### src/rtl/fd_hazard_ctrl.sv
// Front-end sequencer for the fetch/decode register and PC: decides each cycle
// whether the front end advances, freezes or squashes, and owns halt/jump-shadow state.
module fd_hazard_ctrl #(
  parameter logic [5:0] HALT_OP         = 6'b111111,
  parameter int         SHADOW_CYCLES   = 2,
  parameter int         LU_STALL_CYCLES = 1
) (
  input  logic        clk,
  input  logic        rstd,
  input  logic [5:0]  op_d,
  input  logic [1:0]  jon_d,
  input  logic [4:0]  rs_d,
  input  logic [4:0]  rt_d,
  input  logic        load_e,
  input  logic [4:0]  rd_e,
  input  logic        ext_stall,
  output logic        pc_en,
  output logic        fd_en,
  output logic        fd_flush,
  output logic        de_flush,
  output logic        halted,
  output logic [1:0]  state,
  output logic [15:0] stall_count
);

  // Handshake: there is no valid/ready pair here; pc_en and fd_en are
  // same-cycle enables and fd_flush always wins over fd_en at the register.

  typedef enum logic [1:0] {
    ST_RUN     = 2'd0,
    ST_SHADOW  = 2'd1,
    ST_LUSTALL = 2'd2,
    ST_HALT    = 2'd3
  } state_t;

  localparam logic [1:0] SHADOW_LOAD = 2'(SHADOW_CYCLES);
  localparam logic [1:0] LU_LOAD     = 2'(LU_STALL_CYCLES - 1);

  state_t      state_q, state_n;
  logic [1:0]  shadow_cnt_q, shadow_cnt_n;
  logic [1:0]  lu_cnt_q, lu_cnt_n;
  logic [15:0] stall_count_q;

  logic is_halt_op;
  logic lu;
  logic pc_en_c, fd_en_c, fd_flush_c, de_flush_c;

  assign is_halt_op = (op_d == HALT_OP);
  assign lu = load_e && (rd_e != 5'd0) && ((rd_e == rs_d) || (rd_e == rt_d));

  always_ff @(posedge clk or posedge rstd) begin
    if (rstd) begin
      state_q      <= ST_RUN;
      shadow_cnt_q <= 2'd0;
      lu_cnt_q     <= 2'd0;
    end else begin
      state_q      <= state_n;
      shadow_cnt_q <= shadow_cnt_n;
      lu_cnt_q     <= lu_cnt_n;
    end
  end

  always_comb begin
    state_n      = state_q;
    shadow_cnt_n = shadow_cnt_q;
    lu_cnt_n     = lu_cnt_q;
    pc_en_c      = 1'b0;
    fd_en_c      = 1'b0;
    fd_flush_c   = 1'b0;
    de_flush_c   = 1'b0;

    unique case (state_q)
      ST_RUN: begin
        if (is_halt_op) begin
          fd_flush_c = 1'b1;
          state_n    = ST_HALT;
        end else if (jon_d != 2'b00) begin
          // A jump under ext_stall still squashes the slot but cannot load the PC.
          pc_en_c    = !ext_stall;
          fd_flush_c = 1'b1;
          if (jon_d[1]) begin
            shadow_cnt_n = SHADOW_LOAD;
            state_n      = ST_SHADOW;
          end
        end else if (ext_stall) begin
          state_n = ST_RUN;
        end else if (lu) begin
          de_flush_c = 1'b1;
          lu_cnt_n   = LU_LOAD;
          state_n    = (LU_LOAD != 2'd0) ? ST_LUSTALL : ST_RUN;
        end else begin
          pc_en_c = 1'b1;
          fd_en_c = 1'b1;
        end
      end

      ST_SHADOW: begin
        fd_flush_c = 1'b1;
        pc_en_c    = !ext_stall;
        if (is_halt_op) begin
          state_n = ST_HALT;
        end else if (jon_d[1]) begin
          shadow_cnt_n = SHADOW_LOAD;
        end else if (ext_stall) begin
          shadow_cnt_n = shadow_cnt_q;
        end else if (shadow_cnt_q <= 2'd1) begin
          shadow_cnt_n = 2'd0;
          state_n      = ST_RUN;
        end else begin
          shadow_cnt_n = shadow_cnt_q - 2'd1;
        end
      end

      ST_LUSTALL: begin
        de_flush_c = 1'b1;
        if (ext_stall) begin
          lu_cnt_n = lu_cnt_q;
        end else if (lu_cnt_q <= 2'd1) begin
          lu_cnt_n = 2'd0;
          state_n  = ST_RUN;
        end else begin
          lu_cnt_n = lu_cnt_q - 2'd1;
        end
      end

      ST_HALT: begin
        fd_flush_c = 1'b1;
        de_flush_c = 1'b1;
      end

      default: begin
        state_n = ST_RUN;
      end
    endcase
  end

  // Reset holds the front end frozen with a NOP in the fetch/decode register.
  always_comb begin
    if (rstd) begin
      pc_en    = 1'b0;
      fd_en    = 1'b0;
      fd_flush = 1'b1;
      de_flush = 1'b0;
      halted   = 1'b0;
    end else begin
      pc_en    = pc_en_c;
      fd_en    = fd_en_c;
      fd_flush = fd_flush_c;
      de_flush = de_flush_c;
      halted   = (state_q == ST_HALT);
    end
  end

  always_ff @(posedge clk or posedge rstd) begin
    if (rstd) begin
      stall_count_q <= 16'd0;
    end else if (!pc_en && (state_q != ST_HALT) && (stall_count_q != 16'hffff)) begin
      stall_count_q <= stall_count_q + 16'd1;
    end
  end

  assign state       = state_q;
  assign stall_count = stall_count_q;

endmodule

### config.mk
export PLATFORM = sky130hd
export DESIGN_NAME = fd_hazard_ctrl
export DESIGN_NICKNAME = d
export VERILOG_FILES = /design/src/rtl/fd_hazard_ctrl.sv
export SDC_FILE = /design/constraint.sdc
export NUM_CORES = 1
export LEC_CHECK = 0
export ABC_CLOCK_PERIOD_IN_PS = 4900
export BUFFER_PORTS_ARGS = -buffer_cell sky130_fd_sc_hd__buf_4
export CELL_PAD_IN_SITES_DETAIL_PLACEMENT = 1
export CELL_PAD_IN_SITES_GLOBAL_PLACEMENT = 1
export CORE_UTILIZATION = 30
export CTS_CLUSTER_DIAMETER = 200
export DETAILED_ROUTE_END_ITERATION = 6
export GPL_TIMING_DRIVEN = 0
export PLACE_DENSITY_LB_ADDON = 0.15
export SYNTH_ARGS = -nofsm -noshare
export SYNTH_HDL_FRONTEND = slang
export SYNTH_SLANG_ARGS = --single-unit
### constraint.sdc
create_clock -name clk -period 4.9 [get_ports clk]
set_input_delay 0.98 -clock clk [delete_from_list [all_inputs] [get_ports clk]]
set_output_delay 0.98 -clock clk [all_outputs]
set_load 0.02 [all_outputs]
# After elaboration in Yosys (flattened, before gate mapping)
# Cells that the tools add are included.
word_totals:
  register_bits: 22
  word_cells: 97
  output_inout_bits: 23
op_classes:
  addsub: 3
  n_reduce_logical: 18
  magnitude_cmp: 2
  eq_ne: 23
  muxes: 47
op_table:
  columns: ["operator", "count"]
  rows:
  - ["2-to-1 mux 2 bit", 23]
  - ["!= test 2 bit (second input constant)", 10]
  - ["2-to-1 mux 1 bit", 18]
  - ["adder 16 x 1 -> 16 bit (second input constant)", 1]
  - ["!= test 16 bit (second input constant)", 1]
  - ["!= test 3 bit (second input constant)", 4]
  - ["AND reduction 6 bit", 2]
  - ["equality test 5 bit", 2]
  - ["case mux 2 bit (2 select lines)", 2]
  - ["AND reduction 8 bit", 1]
  - ["equality test 6 bit (second input constant)", 1]
  - ["case mux 1 bit (2 select lines)", 3]
  - ["case mux 2 bit (3 select lines)", 1]
  - ["nonzero test 2 bit", 3]
  - ["!= test 5 bit (second input constant)", 1]
  - ["nonzero test 5 bit", 1]
  - ["equality test 2 bit (second input constant)", 2]
  - ["less-or-equal comparator 2 x 1 -> 1 bit (second input constant)", 2]
  - ["logical AND 1 bit", 4]
  - ["!= test 4 bit (second input constant)", 1]
  - ["OR reduction 2 bit", 2]
  - ["subtractor 2 x 1 -> 2 bit (second input constant)", 2]
  - ["nonzero test 3 bit", 1]
  - ["equality test 2 x 1 -> 1 bit (second input constant)", 1]
  - ["other kinds (3)", 4]

# Logic depth before layout (Yosys ltp)
# Gate-level depths: netlist of the first run.
depth:
  depth_word: 12
  ltp_mapped: 9
  mapped_depth_nobuf: 8

# Least setup slack after synthesis of the first run
# Ideal clock, no wire load.
synth_timing:
  path_type: "input-to-output"
  start: "input rd_e[3]"
  end: "output de_flush"
  arrival_ns: 2.291
  cell_stages: 6
  slack_ns: 1.629
  cell_sequence: "xor2_1 -> nor3_1 -> a22oi_2 -> nor3_1 -> nor3_1 -> nor3_1"
synth_between:
  elab_chain_len: 9
  elab_cells_between_ends: 12
  classes_between: "eq/ne: 2; mux: 6; reduce/logical: 4"
synth_rtl:
  columns: ["element", "line_no", "rtl"]
  rows:
  - ["start: declaration", "15", "input logic [4:0] rd_e,"]
  - ["equality test 5 bit or nonzero test 5 bit (tied branches)", "49", "assign lu = load_e && (rd_e != 5'd0) && ((rd_e == rs_d) || (rd_e == rt_d));"]
  - ["logical OR 1 bit or logical AND 1 bit (tied branches)", "49", null]
  - ["logical AND 1 bit *", "49", null]
  - ["2-to-1 mux 1 bit *", "87", "end else if (lu) begin"]
  - ["2-to-1 mux 1 bit *", "85", "end else if (ext_stall) begin"]
  - ["2-to-1 mux 1 bit *", "77", "end else if (jon_d != 2'b00) begin"]
  - ["2-to-1 mux 1 bit *", "74", "if (is_halt_op) begin"]
  - ["case mux 1 bit (2 select lines) *", "72", "unique case (state_q)"]
  - ["2-to-1 mux 1 bit *", "139", "if (rstd) begin"]
  - ["end: declaration", "20", "output logic de_flush,"]
# Every way passes the cells marked *; elsewhere a longest branch is shown, timed or not.

# Worst setup path in the final report of the first run
layout_timing:
  start: "input rd_e[1]"
  end: "output pc_en"
layout_between:
  elab_chain_len: 9
  elab_cells_between_ends: 12
  classes_between: "eq/ne: 2; mux: 6; reduce/logical: 4"
layout_rtl:
  columns: ["element", "line_no", "rtl"]
  rows:
  - ["equality test 5 bit or nonzero test 5 bit (tied branches)", "49", null]
  - ["logical OR 1 bit or logical AND 1 bit (tied branches)", "49", null]
  - ["logical AND 1 bit *", "49", null]
  - ["2-to-1 mux 1 bit *", "87", null]
  - ["2-to-1 mux 1 bit *", "85", null]
  - ["2-to-1 mux 1 bit *", "77", null]
  - ["2-to-1 mux 1 bit *", "74", null]
  - ["case mux 1 bit (2 select lines) *", "72", null]
  - ["2-to-1 mux 1 bit *", "139", null]
  - ["end: declaration", "17", "output logic pc_en,"]
# Marked as above.

==> key figures, run 1 <==
Yosys
  – XOR/XNOR share of the synthesized area: 15.2%
  – List of most frequent post-synthesis cells: sky130_fd_sc_hd__dfrtp_1, sky130_fd_sc_hd__xnor2_1, sky130_fd_sc_hd__nand3_1
  – Multiplexer share of the synthesized area: 2.26%
  – Complex-gate fraction of the synthesized area: 12.5%
  – Fraction of the mapped netlist area in simple logic gates: 23.1%
  – Main combinational cell family by area after synthesis: simple AND/OR/NAND/NOR gates
  – Synthesized netlist net count: 181
  – Most used flip-flop cell after synthesis: sky130_fd_sc_hd__dfrtp_1
  – Post-synthesis cell count: 148
  – Post-synthesis adder-cell area fraction: 5.23%
  – Post-Syn Area per Cell: 9.71 um^2
  – Largest cells by area after synthesis: sky130_fd_sc_hd__dfrtp_1, sky130_fd_sc_hd__xnor2_1, sky130_fd_sc_hd__xor2_1
  – Netlist Area Pre-Place: 0.00144 mm^2
  – Yosys synthesis warning count: 0
  – Most frequent cell after synthesis: sky130_fd_sc_hd__dfrtp_1
  – Top cell type's share of synthesized area: 38.3%
  – Unique masters post-synth: 36
  – Fraction of registers with async set/reset: 100%
  – Library cell with the largest summed area after synthesis: sky130_fd_sc_hd__dfrtp_1
  – EDFF count, synth: 0
  – Sequential element share of the synthesized area: 38.3%
  – Synthesis-stage register bit count: 22

Job
  – Maximum Capacitance Violations: 0

Clock tree
  – CTS Buf Count: 3
  – Clock root cell: sky130_fd_sc_hd__clkbuf_8
  – Setup repair bufs after CTS: 0
  – TritonCTS clock tree: built
  – Clock transition at the registers of the reported paths: 0.08 ns
  – Worst-skew pair later-pin latency: 0.26 ns
  – Clock Sink Count: 22
  – Hold buffer count at CTS: 0
  – Buffer depth of the longest clock path: 2
  – CTS H-Tree Depth: 1
  – Quantity of gates resized following cts: 0

STA
  – PnR worst setup slack: 1.45 ns
  – RSZ-0062 raised after global routing: no
  – Worst relative slew slack: 40.6%
  – Fraction of the cycle the final worst path needs: 70.4%
  – Actual slew at the worst max-slew pin: 0.889 ns
  – Upper clock frequency limit: 0.290 GHz
  – Sum Neg Setup Slack: 0 ns
  – Final clock skew: 0.00337 ns
  – Final setup vio count: 0
  – Max-slew violation count: 0
  – Hold violation count in the final report: 0
  – Tmin final: 3.45 ns

Worst setup path
  – Largest stage delay on the critical path: 0.54 ns
  – Kind of cell adding the most delay to the critical path: simple AND/OR/NAND/NOR gates
  – Crit path launch: rd_e[1]
  – Endpoint kind of the worst setup timing path: output port
  – Kind of start point of the critical path: input pin
  – Most repeated library cell on the critical path: sky130_fd_sc_hd__buf_4
  – Slack of the worst reg-to-reg path: 2.65 ns
  – Worst r2r dst: stall_count[8]
  – Arrival time of the worst setup path: 2.47 ns
  – Cell chain of the critical path: buf_4, or4_1, o21ai_2, or2_2, o211ai_4, buf_6, inv_1, buf_4
  – Required arrival time at the worst endpoint: 3.92 ns
  – Count of buffering cells on the critical path with inverters included: 4
  – Critical Path Slowest Stage Cell: sky130_fd_sc_hd__or4_1
  – Critical register-to-register path startpoint: state[1]
  – Worst R2R Path Depth: 9
  – Critical Path Stages: 8
  – Crit path capture: pc_en
  – Critical Setup Path Class: input pin to output port
  – Biggest fanout along the worst timing path: 10

Global routing
  – Pin count of the biggest net entering global routing: 24
  – Initial antenna violation count: 0
  – Overall track demand over capacity in global routing: 15.1%
  – Gr ovfl total: 0
  – Wire length of the first global-routing pass: 6.20 mm
  – Number of global-route vias before repair: 1382

Pwr
  – VDD IR-drop max: 106 uV
  – Leakage dissipation: 0.000889 uW
  – Pwr dens: 374 mW/mm^2

Floorplan
  – Die span in x: 71.2 um
  – Number of rows in the core area: 24
  – Placeable core region: 0.00447 mm^2
  – Die ar.: 0.00507 mm^2
  – Initial Util: 32.1%
  – I/O pin count: 50
  – Height of the die: 71.2 um

Place
  – Inst Count DP: 249
  – Pre-CTS WS: 1.45 ns
  – Count of buffers from port buffering: 49
  – Routability-driven placement congestion ratio: 0.795
  – Detailed placement HPWL: 2.87 mm

Cells and area
  – Final cell count without fillers: 252
  – Layout overhead on the synthesized area: 33.0%
  – Area occupied by multi-input gates: 837 um^2
  – Final-stage net count: 235
  – Antenna cell count: 0
  – Fraction of layout cells with a size suffix above 1: 31.0%
  – Fill cell instance count of the final layout: 540
  – FF+latch area: 551 um^2

Worst hold path
  – Worst Hold Class: flip-flop to flip-flop

Route
  – Drt first pass iters: 6
  – Post-DR vias/cell: 5.12
  – Total vias in the final route: 1290
  – WL final: 3.59 mm
  – Residual DRC count: 2
  – 1st-iter DRT viols: 43
  – Per-cell routed wire length: 14.2 um
  – Number of routed nets with antenna violations: 0

Outcome
  – Run status: complete, but fails checks
  – Violations in the final reports: design-rule violations
==> cell type report <==
class,count,area share [%]
multi-input cells,117,43.8
flip-flops and latches,22,28.8
repair buffers,49,19.3
well taps,52,3.41
clock buffers,3,2.16
inverters,7,1.38
plain buffers,2,1.18
==> report_power, final <==
group	switching (uW)	internal [uW]
combinational	182	147
clock	58.0	54.9
sequential	47.9	225
==> layer usage <==
metal  GRT usage (%)  wire length, um  vias up
li1                -                -      631
met1            17.9             1570      621
met2            28.5             1860       36
met3            1.99              142        2
met4            4.00               22        0
met5               0                0        -
==> cells by family after synthesis <==
kind of cell               count (synthesis)
xor gates and xnor gates                  25
and+or+nand+nor                           62
adders and majority gates                  6
AOI/OAI and AO/OA                         21
DFF                                       22
buffers and inverters                      9
muxes                                      3
==> worst min-delay path by stage <==
stage,from,to,slack (ns),depth (start not counted)
global route,stall_count[10],stall_count[10],0.51,1
CTS,lu_cnt_q[0],lu_cnt_q[0],0.49,1
finish,lu_cnt_q[0],lu_cnt_q[0],0.49,1
global placement,lu_cnt_q[0],lu_cnt_q[0],0.46,1
floorplan,lu_cnt_q[0],lu_cnt_q[0],0.45,1
detailed placement,lu_cnt_q[0],lu_cnt_q[0],0.48,1
==> cells in the final DEF (no fill, tap or decap), drive strengths merged <==
cell type / instances
nor2b: 1
nor3: 11
o21ai: 8
inv: 7
a41oi: 1
a211oi: 2
a22oi: 1
nand4b: 1
a21oi: 1
buf: 51
mux2: 2
xnor2: 15
o221ai: 1
nor4: 1
dfrtp: 22
o21a: 2
nor2: 8
or2: 1
o211ai: 2
ha: 6
nand3: 13
a21boi: 1
nand2: 8
clkbuf: 3
and4: 1
and2: 1
xor2: 10
nand3b: 1
nand4: 7
and3: 7
or4: 1
a21o: 2
mux2i: 1
==> through the flow <==
step	util, %	hold WS [ns]	instance area (um^2)	total power [uW]
floorplan	-	0.451	1440	478
global placement	41.8	0.461	1870	600
detailed placement	41.8	0.478	1870	610
CTS	42.7	0.490	1910	725
global route	42.7	0.513	1910	763
finish	42.7	0.486	1910	714
==> state kept, by name, indices dropped and copies added (netlist names) <==
| name | count |
|---|---|
| shadow_cnt_q | 2 |
| stall_count | 16 |
| lu_cnt_q | 2 |
| state | 2 |
Note: power is estimated with default switching activity, not from simulation.
==> run 2, diff against run 1 <==
ABC_AREA = 1   (was default)
ABC_CLOCK_PERIOD_IN_PS = 3240   (was 4900)
clock period = 3.24 ns   (was 4.9 ns; I/O delays follow)
==> run 2 against run 1 <==
  * Largest power group unchanged
  * Clock-buffer cell count unchanged
  * Sequential power grew 50%
  * Clock skew fell by 0.00050 ns
  * Final cell count grew 50%
  * Die area rose by 16%
  * Critical path depth is 2 lower
  * The run now ends clean
  * Critical endpoint unchanged
  * Clock power is 130% higher
  * Worst setup slack got worse by 1.0 ns
  * Cell area up 15%
  * Via count rose by 36%
==> key figures, run 2 <==
Route
  – Total vias in the final route: 1751 (+36%)
  – Residual DRC count: 0 (-2)
  – 1st-iter DRT viols: 64 (+49%)
  – Post-DR vias/cell: 4.64 (-9.3%)
  – Drt first pass iters: 4 (-2)
  – WL final: 4.44 mm (+24%)
  – Per-cell routed wire length: 11.8 um (-17%)
  – Number of routed nets with antenna violations: 0 (unchanged)

STA
  – Actual slew at the worst max-slew pin: 1.04 ns (+0.154 ns)
  – Final setup vio count: 0 (unchanged)
  – Sum Neg Setup Slack: 0 ns (unchanged)
  – Fraction of the cycle the final worst path needs: 86.9%
  – Tmin final: 2.82 ns
  – RSZ-0062 raised after global routing: no
  – Worst relative slew slack: 30.4% (-10 points)
  – Max-slew violation count: 0 (unchanged)
  – Final clock skew: 0.00287 ns (-0.000503 ns)
  – Hold violation count in the final report: 0 (unchanged)
  – Upper clock frequency limit: 0.355 GHz

Pwr
  – Tot Pwr: 1180 uW (+65%)
  – Leakage dissipation: 0.00124 uW (+39%)
  – VDD IR-drop max: 213 uV (+100%)
  – Pwr dens: 534 mW/mm^2 (+43%)

Place
  – Detailed placement HPWL: 3.58 mm (+25%)
  – Count of buffers from port buffering: 49 (unchanged)
  – DP Area: 0.00213 mm^2 (+14%)
  – Routability-driven placement congestion ratio: 0.803 (+1.0%)
  – Inst Count DP: 373 (+50%)

Cells and area
  – Layout overhead on the synthesized area: 31.4%
  – Area occupied by multi-input gates: 968 um^2 (+16%)
  – Final-stage net count: 341 (+45%)
  – Leading cell types in the layout, fill and taps excluded: sky130_fd_sc_hd__nand2_1, sky130_fd_sc_hd__buf_4, sky130_fd_sc_hd__inv_1, sky130_fd_sc_hd__nand3_1, sky130_fd_sc_hd__nor2_1
  – Flip-flop count of the largest register after layout: 16 (unchanged)
  – Final cell count without fillers: 377 (+50%)
  – Final core utilization: 42.1% (-0.63 points)
  – Cell area after layout: 0.00220 mm^2 (+15%)
  – FF+latch area: 551 um^2 (unchanged)
  – Fill cell instance count of the final layout: 694 (+29%)
  – Antenna cell count: 0 (unchanged)
  – Leading cell type in the layout, fill and taps excluded: sky130_fd_sc_hd__nand2_1
  – Fraction of layout cells with a size suffix above 1: 21.5% (-9.5 points)

Yosys
  – Netlist Area Pre-Place: 0.00168 mm^2 (+17%)
  – Fraction of registers with async set/reset: 100% (unchanged)
  – EDFF count, synth: 0 (unchanged)
  – Post-synthesis cell count: 254 (+72%)
  – XOR/XNOR share of the synthesized area: 8.36% (-6.9 points)
  – Library cell with the largest summed area after synthesis: sky130_fd_sc_hd__dfrtp_1
  – Top cell type's share of synthesized area: 32.8% (-5.5 points)
  – Yosys synthesis warning count: 0 (unchanged)
  – Synthesis-stage register bit count: 22 (unchanged)
  – Most used flip-flop cell after synthesis: sky130_fd_sc_hd__dfrtp_1
  – Main combinational cell family by area after synthesis: simple AND/OR/NAND/NOR gates
  – Complex-gate fraction of the synthesized area: 4.93% (-7.5 points)
  – Fraction of the mapped netlist area in simple logic gates: 40.0% (+17 points)
  – Unique masters post-synth: 22 (-39%)
  – Multiplexer share of the synthesized area: 0% (-2.3 points)
  – Largest cells by area after synthesis: sky130_fd_sc_hd__dfrtp_1, sky130_fd_sc_hd__nand2_1, sky130_fd_sc_hd__nand3_1
  – Sequential element share of the synthesized area: 32.8% (-5.5 points)
  – List of most frequent post-synthesis cells: sky130_fd_sc_hd__nand2_1, sky130_fd_sc_hd__inv_1, sky130_fd_sc_hd__nand3_1
  – Synthesized netlist net count: 287 (+59%)
  – Post-Syn Area per Cell: 6.60 um^2 (-32%)
  – Most frequent cell after synthesis: sky130_fd_sc_hd__nand2_1
  – Post-synthesis adder-cell area fraction: 4.48% (-0.75 points)

Floorplan
  – Die ar.: 0.00589 mm^2 (+16%)
  – Number of rows in the core area: 26 (+8.3%)
  – I/O pin count: 50 (unchanged)
  – Die span in x: 76.8 um (+7.8%)
  – Placeable core region: 0.00524 mm^2 (+17%)
  – Initial Util: 32.0% (-0.091 points)
  – Height of the die: 76.8 um (+7.8%)

Worst setup path
  – Kind of start point of the critical path: input pin
  – Required arrival time at the worst endpoint: 2.59 ns (-1.33 ns)
  – Biggest fanout along the worst timing path: 25 (+15)
  – Endpoint kind of the worst setup timing path: output port
  – Arrival time of the worst setup path: 2.17 ns (-0.30 ns)
  – Crit path launch: rstd
  – Critical register-to-register path startpoint: stall_count[0]
  – Critical Setup Path Class: input pin to output port

Clock tree
  – CTS H-Tree Depth: 1 (unchanged)
  – Hold buffer count at CTS: 0 (unchanged)
  – Setup repair bufs after CTS: 0 (unchanged)
  – Buffer depth of the longest clock path: 2 (unchanged)
  – Quantity of gates resized following cts: 0 (unchanged)
  – Clock root cell: sky130_fd_sc_hd__clkbuf_8
  – CTS Buf Count: 3 (unchanged)
  – Clock Sink Count: 22 (unchanged)
  – Worst-skew pair later-pin latency: 0.27 ns (about the same)
  – TritonCTS clock tree: built
  – Clock transition at the registers of the reported paths: 0.09 ns (about the same)

Job
  – Maximum Capacitance Violations: 0 (unchanged)

Global routing
  – Pin count of the biggest net entering global routing: 26 (+8.3%)
  – Overall track demand over capacity in global routing: 16.2% (+1.1 points)
  – Initial antenna violation count: 0 (unchanged)
  – Number of global-route vias before repair: 1768 (+28%)
  – Gr ovfl total: 0 (unchanged)
  – Wire length of the first global-routing pass: 7.92 mm (+28%)

Outcome
  – Run status: finished clean

Worst hold path
  – Worst Hold Class: flip-flop to flip-flop
  – Launch instance of the worst min-delay path: shadow_cnt_q[0]
==> run 2: critical path, cell delays in order <==
cell                      delay, ns
sky130_fd_sc_hd__buf_4         0.12
sky130_fd_sc_hd__inv_1         0.74
sky130_fd_sc_hd__nand2_4       0.20
sky130_fd_sc_hd__buf_4         0.24
sky130_fd_sc_hd__inv_1         0.06
sky130_fd_sc_hd__buf_4         0.13
==> run 2: layout make-up <==
type | instances | share of cell area, %
tap | 70 | 3.98
timing repair buffer | 49 | 16.7
buffer | 3 | 1.19
inverter | 35 | 5.96
multi-input combinational | 194 | 44.0
clock inverter | 1 | 1.36
sequential | 22 | 25.0
clock buffer | 3 | 1.87
==> run 2: final timing paths <==
path                                   end  slack, ns  cells past startpoint
min in group asynchronous         state[0]       0.65                      2
setup / recovery                     pc_en       0.42                      6
max in group asynchronous  shadow_cnt_q[1]       1.95                      2
setup reg to reg            stall_count[3]       1.28                     10
hold reg to reg            shadow_cnt_q[0]       0.53                      2
hold / removal             shadow_cnt_q[0]       0.53                      2
==> run 2: cells by family after synthesis <==
| family | count (synthesis) |
|---|---|
| buffers and inverters | 38 |
| AOI/OAI and AO/OA | 15 |
| and+or+nand+nor | 157 |
| xor gates and xnor gates | 16 |
| adders and majority gates | 6 |
| DFF | 22 |
==> run 2: metrics by stage <==
| stage | worst slack, ns | hold WS (ns) |
|---|---|---|
| after global placement | 0.361 | 0.495 |
| after detailed placement | 0.326 | 0.503 |
| after floorplan | 0.844 | 0.463 |
| final | 0.425 | 0.526 |
| after CTS | 0.326 | 0.527 |
| after global routing | 0.196 | 0.552 |
==> run 2: per-layer routing <==
layer	share of wire, %	track usage [%]
met3	3.3	2.02
met4	0.77	4.23
met2	47	27.4
met1	49	21.7
met5	0	0
==> run 2: power by group <==
| part | total, uW | switching (uW) | internal (uW) | leakage (uW) |
|---|---|---|---|---|
| registers | 409 | 75.0 | 334 | 0.000290 |
| logic | 505 | 293 | 212 | 0.000911 |
| clock network | 263 | 97.9 | 165 | 0.0000357 |
| total | 1180 | 466 | 711 | 0.00124 |
==> run 3, diff against run 2 <==
PLACE_DENSITY = 0.78   (was default)
PLACE_DENSITY_LB_ADDON = default   (was 0.15)
==> run 3 against run 2 <==
  * Combinational power rose by 1%
  * Sequential share of layout area rose by 0.19 points
  * Worst setup slack improved by 0.024 ns
==> key figures, run 3 (synthesis results as in run 2) <==
Cells and area
  – Fraction of layout cells with a size suffix above 1: 21.5% (unchanged)
  – FF+latch area: 551 um^2 (unchanged)
  – Final core utilization: 41.8% (-0.31 points)
  – Antenna cell count: 0 (unchanged)
  – Leading cell types in the layout, fill and taps excluded: sky130_fd_sc_hd__nand2_1, sky130_fd_sc_hd__buf_4, sky130_fd_sc_hd__inv_1, sky130_fd_sc_hd__nand3_1, sky130_fd_sc_hd__nor2_1
  – Leading cell type in the layout, fill and taps excluded: sky130_fd_sc_hd__nand2_1
  – Flip-flop count of the largest register after layout: 16 (unchanged)
  – Fill cell instance count of the final layout: 700 (+0.86%)
  – Layout overhead on the synthesized area: 30.4%
  – Final cell count without fillers: 377 (unchanged)
  – Area occupied by multi-input gates: 968 um^2 (unchanged)
  – Cell area after layout: 0.00219 mm^2 (-0.74%)
  – Final-stage net count: 341 (unchanged)

Worst setup path
  – Slack of the worst reg-to-reg path: 1.19 ns (-0.09 ns)
  – Endpoint kind of the worst setup timing path: output port
  – Worst r2r dst: stall_count[7]
  – Critical Setup Path Class: flip-flop to output port
  – Largest stage delay on the critical path: 0.47 ns (-0.27 ns)
  – Critical Path Slowest Stage Cell: sky130_fd_sc_hd__dfrtp_1
  – Arrival time of the worst setup path: 2.14 ns (-0.03 ns)
  – Worst R2R Path Depth: 10 (unchanged)
  – Most repeated library cell on the critical path: sky130_fd_sc_hd__inv_1
  – Required arrival time at the worst endpoint: 2.59 ns (about the same)
  – Critical register-to-register path startpoint: stall_count[0]
  – Biggest fanout along the worst timing path: 10 (-60%)
  – Kind of cell adding the most delay to the critical path: buffers and inverters
  – Crit path launch: state[1]
  – Critical Path Stages: 9 (+3)
  – Cell chain of the critical path: inv_1, ha_1, inv_1, or2_2, nand2_2, nand2_4, buf_4, inv_1, buf_4
  – Crit path capture: pc_en
  – Count of buffering cells on the critical path with inverters included: 5 (unchanged)
  – Kind of start point of the critical path: flip-flop

Route
  – Residual DRC count: 0 (unchanged)
  – 1st-iter DRT viols: 84 (+31%)
  – WL final: 4.76 mm (+7.2%)
  – Drt first pass iters: 4 (unchanged)
  – Per-cell routed wire length: 12.6 um (+7.2%)
  – Number of routed nets with antenna violations: 0 (unchanged)
  – Total vias in the final route: 1773 (+1.3%)
  – Post-DR vias/cell: 4.70 (+1.3%)

STA
  – Tmin final: 2.79 ns (-0.0238 ns)
  – Fraction of the cycle the final worst path needs: 86.2% (-0.73 points)
  – Final setup vio count: 0 (unchanged)
  – Upper clock frequency limit: 0.358 GHz (+0.85%)
  – Worst relative slew slack: 34.5% (+4.1 points)
  – Max-slew violation count: 0 (unchanged)
  – Actual slew at the worst max-slew pin: 0.981 ns (-0.0619 ns)
  – RSZ-0062 raised after global routing: no
  – Hold violation count in the final report: 0 (unchanged)
  – Sum Neg Setup Slack: 0 ns (unchanged)
  – Final clock skew: 0.00836 ns (+0.00549 ns)

Clock tree
  – Clock transition at the registers of the reported paths: 0.09 ns (about the same)
  – Quantity of gates resized following cts: 0 (unchanged)
  – Buffer depth of the longest clock path: 2 (unchanged)
  – Setup repair bufs after CTS: 0 (unchanged)
  – Clock Sink Count: 22 (unchanged)
  – CTS H-Tree Depth: 1 (unchanged)
  – Hold buffer count at CTS: 0 (unchanged)
  – Clock root cell: sky130_fd_sc_hd__clkbuf_8
  – CTS Buf Count: 3 (unchanged)
  – Worst-skew pair later-pin latency: 0.28 ns (about the same)
  – TritonCTS clock tree: built

Floorplan
  – Height of the die: 76.8 um (unchanged)
  – Die ar.: 0.00589 mm^2 (unchanged)
  – I/O pin count: 50 (unchanged)
  – Placeable core region: 0.00524 mm^2 (unchanged)
  – Die span in x: 76.8 um (unchanged)
  – Initial Util: 32.0% (unchanged)
  – Number of rows in the core area: 26 (unchanged)

Job
  – Maximum Capacitance Violations: 0 (unchanged)

Worst hold path
  – Worst Hold Class: flip-flop to flip-flop

Global routing
  – Wire length of the first global-routing pass: 8.49 mm (+7.2%)
  – Number of global-route vias before repair: 1843 (+4.2%)
  – Overall track demand over capacity in global routing: 17.8% (+1.5 points)
  – Gr ovfl total: 0 (unchanged)
  – Initial antenna violation count: 0 (unchanged)
  – Pin count of the biggest net entering global routing: 26 (unchanged)

Outcome
  – Run status: finished clean

Place
  – Detailed placement HPWL: 3.74 mm (+4.4%)
  – Count of buffers from port buffering: 49 (unchanged)
  – Routability-driven placement congestion ratio: 0.927 (+15%)
  – DP Area: 0.00213 mm^2 (unchanged)
  – Inst Count DP: 373 (unchanged)

Pwr
  – Tot Pwr: 1130 uW (-4.0%)
  – Pwr dens: 517 mW/mm^2 (-3.3%)
  – VDD IR-drop max: 247 uV (+16%)
  – Leakage dissipation: 0.00123 uW (-0.56%)
[run 3: layer usage]
metal,GRT usage (%),routed length [um],share of wire (%)
met3,2.74,114,2.4
met2,31.1,2410,51
met1,21.7,2130,45
met4,6.73,97,2.0
met5,0,0,0
[run 3: how the worst min path moves through the flow]
| stage | startpoint | to | cells past startpoint |
|---|---|---|---|
| 6_report | shadow_cnt_q[0] | shadow_cnt_q[0] | 2 |
| 5_1_grt | shadow_cnt_q[0] | shadow_cnt_q[0] | 2 |
| 4_1_cts | shadow_cnt_q[0] | shadow_cnt_q[0] | 2 |
| 3_5_place_dp | shadow_cnt_q[0] | shadow_cnt_q[0] | 2 |
| 3_3_place_gp | shadow_cnt_q[0] | shadow_cnt_q[0] | 2 |
| 2_1_floorplan | lu_cnt_q[0] | lu_cnt_q[0] | 2 |
[run 3: layout make-up]
type                    instances  share of cell area, %
repair buffers                 49                   16.8
multi-input cells             194                   44.3
plain buffers                   3                   1.20
flip-flops and latches         22                   25.2
well taps                      70                   4.00
clock buffers                   4                   2.52
inverters                      35                   6.01
[run 3: through the flow]
step	worst slack (ns)	hold slack, ns
floorplan	0.844	0.463
global placement	0.372	0.482
detailed placement	0.384	0.497
CTS	0.384	0.516
global route	0.215	0.546
finish	0.448	0.515
[run 3: worst min-delay path, cell delays in order (launching register included)]
cell                      delay, ns
sky130_fd_sc_hd__dfrtp_1       0.37
sky130_fd_sc_hd__nand2_1       0.06
sky130_fd_sc_hd__nand2_1       0.06
[run 3: power by group]
group          total [uW]  internal [uW]  switching (uW)
combinational         510            213             298
clock                 209            109             100
sequential            410            334            76.0
total                1130            656             474
